## config.mk

```make
export PLATFORM = sky130hd
export DESIGN_NAME = alu_cmd_sequencer
export DESIGN_NICKNAME = d
export VERILOG_FILES = /design/src/rtl/alu_pkg.sv /design/src/rtl/alu_cmd_fifo.sv /design/src/rtl/alu_cmd_sequencer.sv
export SDC_FILE = /design/constraint.sdc
export NUM_CORES = 1
export LEC_CHECK = 0
export CORE_MARGIN = 10
export CORE_UTILIZATION = 55
export DETAILED_ROUTE_END_ITERATION = 10
export PLACE_DENSITY = 0.83
export SLEW_MARGIN = 15
export SYNTH_ARGS = -nofsm -noshare
export SYNTH_HDL_FRONTEND = slang
export SYNTH_SLANG_ARGS = --single-unit
```

## constraint.sdc

```tcl
create_clock -name clk -period 3.2 [get_ports clk]
set_input_delay 0.48 -clock clk [delete_from_list [all_inputs] [get_ports clk]]
set_output_delay 0.48 -clock clk [all_outputs]
set_load 0.03 [all_outputs]
```

## src/rtl/alu_pkg.sv

```systemverilog
// Shared types for the ALU command path: op codes, queued command entry, sequencer state.
// Latency: none (types and constants only).
// Backpressure: none (types and constants only).
package alu_pkg;

  localparam int ALU_WIDTH = 4;

  typedef enum logic [2:0] {
    ADD  = 3'd0,
    SUB  = 3'd1,
    MUL  = 3'd2,
    AND  = 3'd3,
    OR   = 3'd4,
    XOR  = 3'd5,
    NOT1 = 3'd6,
    NOT2 = 3'd7
  } alu_op_t;

  // One queued command; use_acc swaps operand a for the accumulator at issue time.
  typedef struct packed {
    alu_op_t                op;
    logic [ALU_WIDTH-1:0]   a;
    logic [ALU_WIDTH-1:0]   b;
    logic                   use_acc;
  } alu_cmd_t;

  typedef enum logic [1:0] {
    ST_IDLE = 2'd0,
    ST_EXEC = 2'd1,
    ST_RESP = 2'd2
  } seq_state_t;

endpackage

```

## src/rtl/alu_cmd_fifo.sv

```systemverilog
// Synchronous FIFO of DEPTH entries of any packed type, head visible on pop_data.
// Latency: a pushed entry is visible at the head one cycle after the push edge.
// Backpressure: push is ignored while full, pop is ignored while empty.
module alu_cmd_fifo #(
  parameter int DEPTH   = 4,
  parameter type entry_t = logic
) (
  input  logic   clk,
  input  logic   rst,
  input  logic   push,
  input  entry_t push_data,
  input  logic   pop,
  output entry_t pop_data,
  output logic   full,
  output logic   empty
);

  localparam int AW = $clog2(DEPTH);
  localparam logic [AW:0] FULL_CNT = (AW+1)'(DEPTH);

  entry_t        mem [DEPTH];
  logic [AW-1:0] wr_ptr;
  logic [AW-1:0] rd_ptr;
  logic [AW:0]   count;
  logic          do_push;
  logic          do_pop;

  assign do_push  = push && !full;
  assign do_pop   = pop && !empty;
  assign full     = (count == FULL_CNT);
  assign empty    = (count == '0);
  assign pop_data = mem[rd_ptr];

  // Storage write; contents need no reset because count gates visibility.
  always_ff @(posedge clk) begin
    if (do_push) mem[wr_ptr] <= push_data;
  end

  // Pointers wrap naturally (DEPTH is a power of two); count separates full from empty.
  always_ff @(posedge clk or posedge rst) begin
    if (rst) begin
      wr_ptr <= '0;
      rd_ptr <= '0;
      count  <= '0;
    end else begin
      if (do_push) wr_ptr <= wr_ptr + 1'b1;
      if (do_pop)  rd_ptr <= rd_ptr + 1'b1;
      case ({do_push, do_pop})
        2'b10:   count <= count + 1'b1;
        2'b01:   count <= count - 1'b1;
        default: count <= count;
      endcase
    end
  end

endmodule

```

## src/rtl/alu_cmd_sequencer.sv

```systemverilog
// Queues ALU commands, issues one at a time to the external ALU, returns result+flag, keeps an accumulator.
// Latency: 3 cycles from command acceptance to res_valid on an empty pipe; one result per 2 cycles sustained.
// Backpressure: cmd_ready = !full (low during reset); a result is held stable until res_ready.
module alu_cmd_sequencer
  import alu_pkg::*;
#(
  parameter int WIDTH = 4,  // must equal ALU_WIDTH
  parameter int DEPTH = 4
) (
  input  logic             clk,
  input  logic             rst,
  input  logic             cmd_valid,
  output logic             cmd_ready,
  input  logic [2:0]       cmd_op,
  input  logic [WIDTH-1:0] cmd_a,
  input  logic [WIDTH-1:0] cmd_b,
  input  logic             cmd_use_acc,
  input  logic             clear_acc,
  output logic [WIDTH-1:0] alu_in1,
  output logic [WIDTH-1:0] alu_in2,
  output logic [2:0]       alu_sel,
  output logic             alu_e1,
  output logic             alu_e2_bar,
  input  logic [WIDTH-1:0] alu_out,
  output logic             res_valid,
  input  logic             res_ready,
  output logic [WIDTH-1:0] res_data,
  output logic [2:0]       res_op,
  output logic             res_flag,
  output logic [WIDTH-1:0] acc
);

  seq_state_t         state;
  seq_state_t         state_nxt;
  alu_cmd_t           cmd_entry;
  alu_cmd_t           head;
  logic               fifo_full;
  logic               fifo_empty;
  logic               fifo_pop;
  logic               cmd_push;
  logic               ready_en;
  logic               flag_nxt;
  logic [WIDTH:0]     sum;
  logic [2*WIDTH-1:0] prod;

  // ready_en keeps cmd_ready low until the first edge after reset is released.
  assign cmd_ready = ready_en && !fifo_full;
  assign cmd_push  = cmd_valid && cmd_ready;
  assign res_valid = (state == ST_RESP);
  assign cmd_entry = '{op: alu_op_t'(cmd_op), a: cmd_a, b: cmd_b, use_acc: cmd_use_acc};

  alu_cmd_fifo #(
    .DEPTH   (DEPTH),
    .entry_t (alu_cmd_t)
  ) u_fifo (
    .clk       (clk),
    .rst       (rst),
    .push      (cmd_push),
    .push_data (cmd_entry),
    .pop       (fifo_pop),
    .pop_data  (head),
    .full      (fifo_full),
    .empty     (fifo_empty)
  );

  // State register plus the startup gate for cmd_ready.
  always_ff @(posedge clk or posedge rst) begin
    if (rst) begin
      state    <= ST_IDLE;
      ready_en <= 1'b0;
    end else begin
      state    <= state_nxt;
      ready_en <= 1'b1;
    end
  end

  // Next state and pop request: issue whenever work is queued and no result is pending.
  always_comb begin
    state_nxt = state;
    fifo_pop  = 1'b0;
    case (state)
      ST_IDLE: begin
        if (!fifo_empty) begin
          fifo_pop  = 1'b1;
          state_nxt = ST_EXEC;
        end
      end
      ST_EXEC: state_nxt = ST_RESP;
      ST_RESP: begin
        if (res_ready) begin
          if (!fifo_empty) begin
            fifo_pop  = 1'b1;
            state_nxt = ST_EXEC;
          end else begin
            state_nxt = ST_IDLE;
          end
        end
      end
      default: state_nxt = ST_IDLE;
    endcase
  end

  // ALU pin registers: operands load on pop; enables select the active encoding only for the EXEC cycle.
  always_ff @(posedge clk or posedge rst) begin
    if (rst) begin
      alu_in1    <= '0;
      alu_in2    <= '0;
      alu_sel    <= '0;
      alu_e1     <= 1'b1;
      alu_e2_bar <= 1'b0;
    end else begin
      if (fifo_pop) begin
        alu_in1 <= head.use_acc ? acc : head.a;
        alu_in2 <= head.b;
        alu_sel <= head.op;
      end
      alu_e1     <= (state_nxt != ST_EXEC);
      alu_e2_bar <= (state_nxt == ST_EXEC);
    end
  end

  // Flag derived from the issued operands, not from the ALU output.
  always_comb begin
    sum      = {1'b0, alu_in1} + {1'b0, alu_in2};
    prod     = {{WIDTH{1'b0}}, alu_in1} * {{WIDTH{1'b0}}, alu_in2};
    flag_nxt = 1'b0;
    case (alu_sel)
      ADD:     flag_nxt = (sum >> WIDTH) != '0;
      SUB:     flag_nxt = (alu_in1 < alu_in2);
      MUL:     flag_nxt = (prod >> WIDTH) != '0;
      default: flag_nxt = 1'b0;
    endcase
  end

  // Result capture at the end of EXEC; clear_acc wins over the accumulator update.
  always_ff @(posedge clk or posedge rst) begin
    if (rst) begin
      res_data <= '0;
      res_op   <= '0;
      res_flag <= 1'b0;
      acc      <= '0;
    end else begin
      if (state == ST_EXEC) begin
        res_data <= alu_out;
        res_op   <= alu_sel;
        res_flag <= flag_nxt;
      end
      if (clear_acc) begin
        acc <= '0;
      end else if (state == ST_EXEC) begin
        acc <= alu_out;
      end
    end
  end

endmodule

```

==> qor.csv <==
stage;metric;value;unit
pwr;Cell Pwr Density;1010;mW/mm^2
grt;initial antenna violation count;0;
cts;Worst-Skew Late Latency;0.34;ns
timing;RSZ-0062 raised after global routing;no;
timing;final hold violations;0;
critical_path;data required time of the worst path;3.43;ns
critical_path;WP data arrival;3.10;ns
cts;CTS root buffer;clkbuf_8;
yosys;Mapped Nets;303;
flow_run;max-cap violation count;0;
cts;CTS tree;yes;
cts;clk sinks;83;
layout;area grow syn2layout;19.1;%
yosys;synth top area cells;edfxtp_1 39%, dfrtp_1 23%, mux4_2 7.3%;
yosys;YS warnings;0;
grt;grt ovf;0;
floorplan;IO Count;48;
layout;Final #Nets;357;
detailed_routing;routed vias/inst;5.50;
outcome;outcome;finished, final reports clean;
yosys;#FFs+latches synth;83;
timing;Hold WS;0.481;ns
layout;ant diodes;0;
placed_design;Placer Congestion;0.824;
cts;post_cts resized;0;
yosys;Syn Area/Cell;14.4;sq um
floorplan;Core ar.;0.00646;sq mm
yosys;cell area after synthesis;0.00370;sq mm
detailed_routing;Post-Route WL;7030;um
detailed_routing;via count;2161;
timing;Slew Viols, Final;0;
cts;# hold bufs at CTS;0;
hold_path;Worst Hold Class;flip-flop to flip-flop;
detailed_routing;WL/cell;17.9;um
cts;setup bufs post-CTS;0;
yosys;ys async rst share;0.422;
yosys;Post-synth EDFFs;48;
critical_path;CP Capture Type;flip-flop;
timing;total negative slack;0;ns
cts;clk slew on worst S/H paths;0.08;ns
timing;Max Fclk;348;MHz
critical_path;Critical Path Fanout Max;7;
layout;Layout Cells excl Fill;393;
detailed_routing;DR pass1 iterations;4;
yosys;count of cell types in the netlist;39;
cts;htree depth;3;
critical_path;critical path class;flip-flop to flip-flop;
yosys;commonest cells in the netlist;48 x edfxtp_1, 36 x nand2_1, 34 x dfrtp_1, 21 x ha_1, 19 x inv_1;
placed_design;Buffers on Ports;47;
floorplan;row cnt;29;
floorplan;die area;0.0104;sq mm
pwr;Max VDD drop;0.443;mV
detailed_routing;Final ANT Viol Nets;0;
yosys;register area share after synthesis;0.626;
placed_design;Final HPWL DP;5290;um
placed_design;placed cells;377;
detailed_routing;initial DRC count;95;
floorplan;Initial Utilization;0.573;
timing;# setup viols final;0;
yosys;top-count cell post-synth;edfxtp_1;
floorplan;die width;102;um
cts;clk buf depth;2;
critical_path;startpoint class of the critical path;flip-flop;
grt;Total Routing Usage GR;0.143;
timing;relative slew slack;0.558;
yosys;post-synth top area cell;edfxtp_1;
floorplan;die height;102;um
timing;Setup Skew;0.00873;ns
detailed_routing;DRC viols;0;
timing;Worst-Margin Slew;0.662;ns
pwr;Leakage;1.81;nW
grt;vias in the first global route;2264;
yosys;share of the synthesized area in the top cell type;0.389;
layout;layout cell share with drive strength beyond 1;0.117;
timing;fin crit share;0.897;
yosys;ys flop type;edfxtp_1;
timing;minimum clock period;2.87;ns
yosys;Post-Synthesis Cells;257;
grt;largest net degree at the start of global routing;22;
grt;first-pass GRT wire length;11500;um
cts;Num CTS Buffers;9;
==> state kept, by name (all words and copies together), names as in the netlist, 2 cells and up <==
register	cells
u_fifo.count	3
u_fifo.mem	48
res_op	3
res_data	4
alu_sel	3
alu_in2	4
state	2
u_fifo.wr_ptr	2
acc	4
u_fifo.rd_ptr	2
alu_in1	4
==> area by class of cell <==
class,count,area [sq um]
fill,464,2050
inverter,19,71.3
multi-input combinational,148,1260
clock inverter,6,42.5
sequential,83,2320
clock buffer,10,128
tap,77,96.3
timing repair buffer,50,493
==> cell families after synthesis <==
family	after synthesis	share of synthesized area
flip-flops	83	0.626
AND/OR/NAND/NOR	68	0.0862
adder cells (fa/ha/maj)	25	0.0926
XOR/XNOR	8	0.0189
AO/OA/AOI/OAI	25	0.0436
multiplexers	21	0.0986
buffers and inverters	26	0.0331
other	1	0.00101
==> metrics by stage <==
stage               power [W]  instance area, sq um  utilization  worst slack (ns)
finish                0.00446                  4410        0.683             0.329
floorplan             0.00317                  3700            -             0.289
detailed placement    0.00386                  4240        0.657             0.367
global placement      0.00377                  4240        0.657             0.441
CTS                   0.00450                  4410        0.683             0.358
global route          0.00477                  4410        0.683             0.195
==> worst max-delay path, cell delays in order, from the launching register on <==
cell	delay, ns
dfrtp_1	0.48
nand2_1	0.11
fa_1	0.51
inv_1	0.06
fa_1	0.49
ha_1	0.29
nand4_1	0.09
o21bai_1	0.16
xnor2_1	0.13
nand3_1	0.10
a221o_1	0.34
==> worst paths after layout <==
kind / from / end / slack [ns] / cells past startpoint
worst max-delay path: alu_in1[1] / res_flag / 0.33 / 10
worst min-delay path: res_data[2] / res_data[2] / 0.48 / 2
worst max register to register: alu_in1[1] / res_flag / 0.33 / 10
worst min register to register: res_data[2] / res_data[2] / 0.48 / 2
max in group asynchronous: rst / u_fifo.rd_ptr[0] / 1.97 / 3
min in group asynchronous: rst / res_data[1] / 0.53 / 2
==> placed cells by master, fill, tap and decap left out, types with 2 or more instances in the layout <==
master,count
clkinv_4,3
and2_1,6
mux4_2,12
mux2i_1,5
a21oi_1,8
dfrtp_1,34
fa_1,4
o21ai_0,8
nor3_2,2
clkbuf_8,9
buf_4,3
mux2_2,4
inv_1,19
xnor2_1,4
a211oi_1,2
edfxtp_1,48
xor2_1,4
ha_1,21
nand3_1,2
nor3_1,2
and3_1,4
nand2_1,36
clkdlybuf4s50_1,47
nor2_1,9
nand2b_1,3
==> power by group <==
| group | internal, W | leakage, nW | total [W] | switching (W) |
|---|---|---|---|---|
| Sequential | 0.00142 | 0.859 | 0.00169 | 0.000266 |
| Combinational | 0.000965 | 0.862 | 0.00213 | 0.00117 |
| Clock | 0.000282 | 0.0839 | 0.000643 | 0.000361 |
| Total | 0.00267 | 1.81 | 0.00446 | 0.00179 |
==> per-layer routing <==
layer | routed length, um | GRT usage | vias up
li1 | - | - | 1024
met1 | 3160 | 0.185 | 1068
met2 | 3350 | 0.222 | 57
met3 | 400 | 0.0378 | 12
met4 | 119 | 0.0662 | 0
met5 | 0 | 0 | -
(Power assumes the default switching activity.)
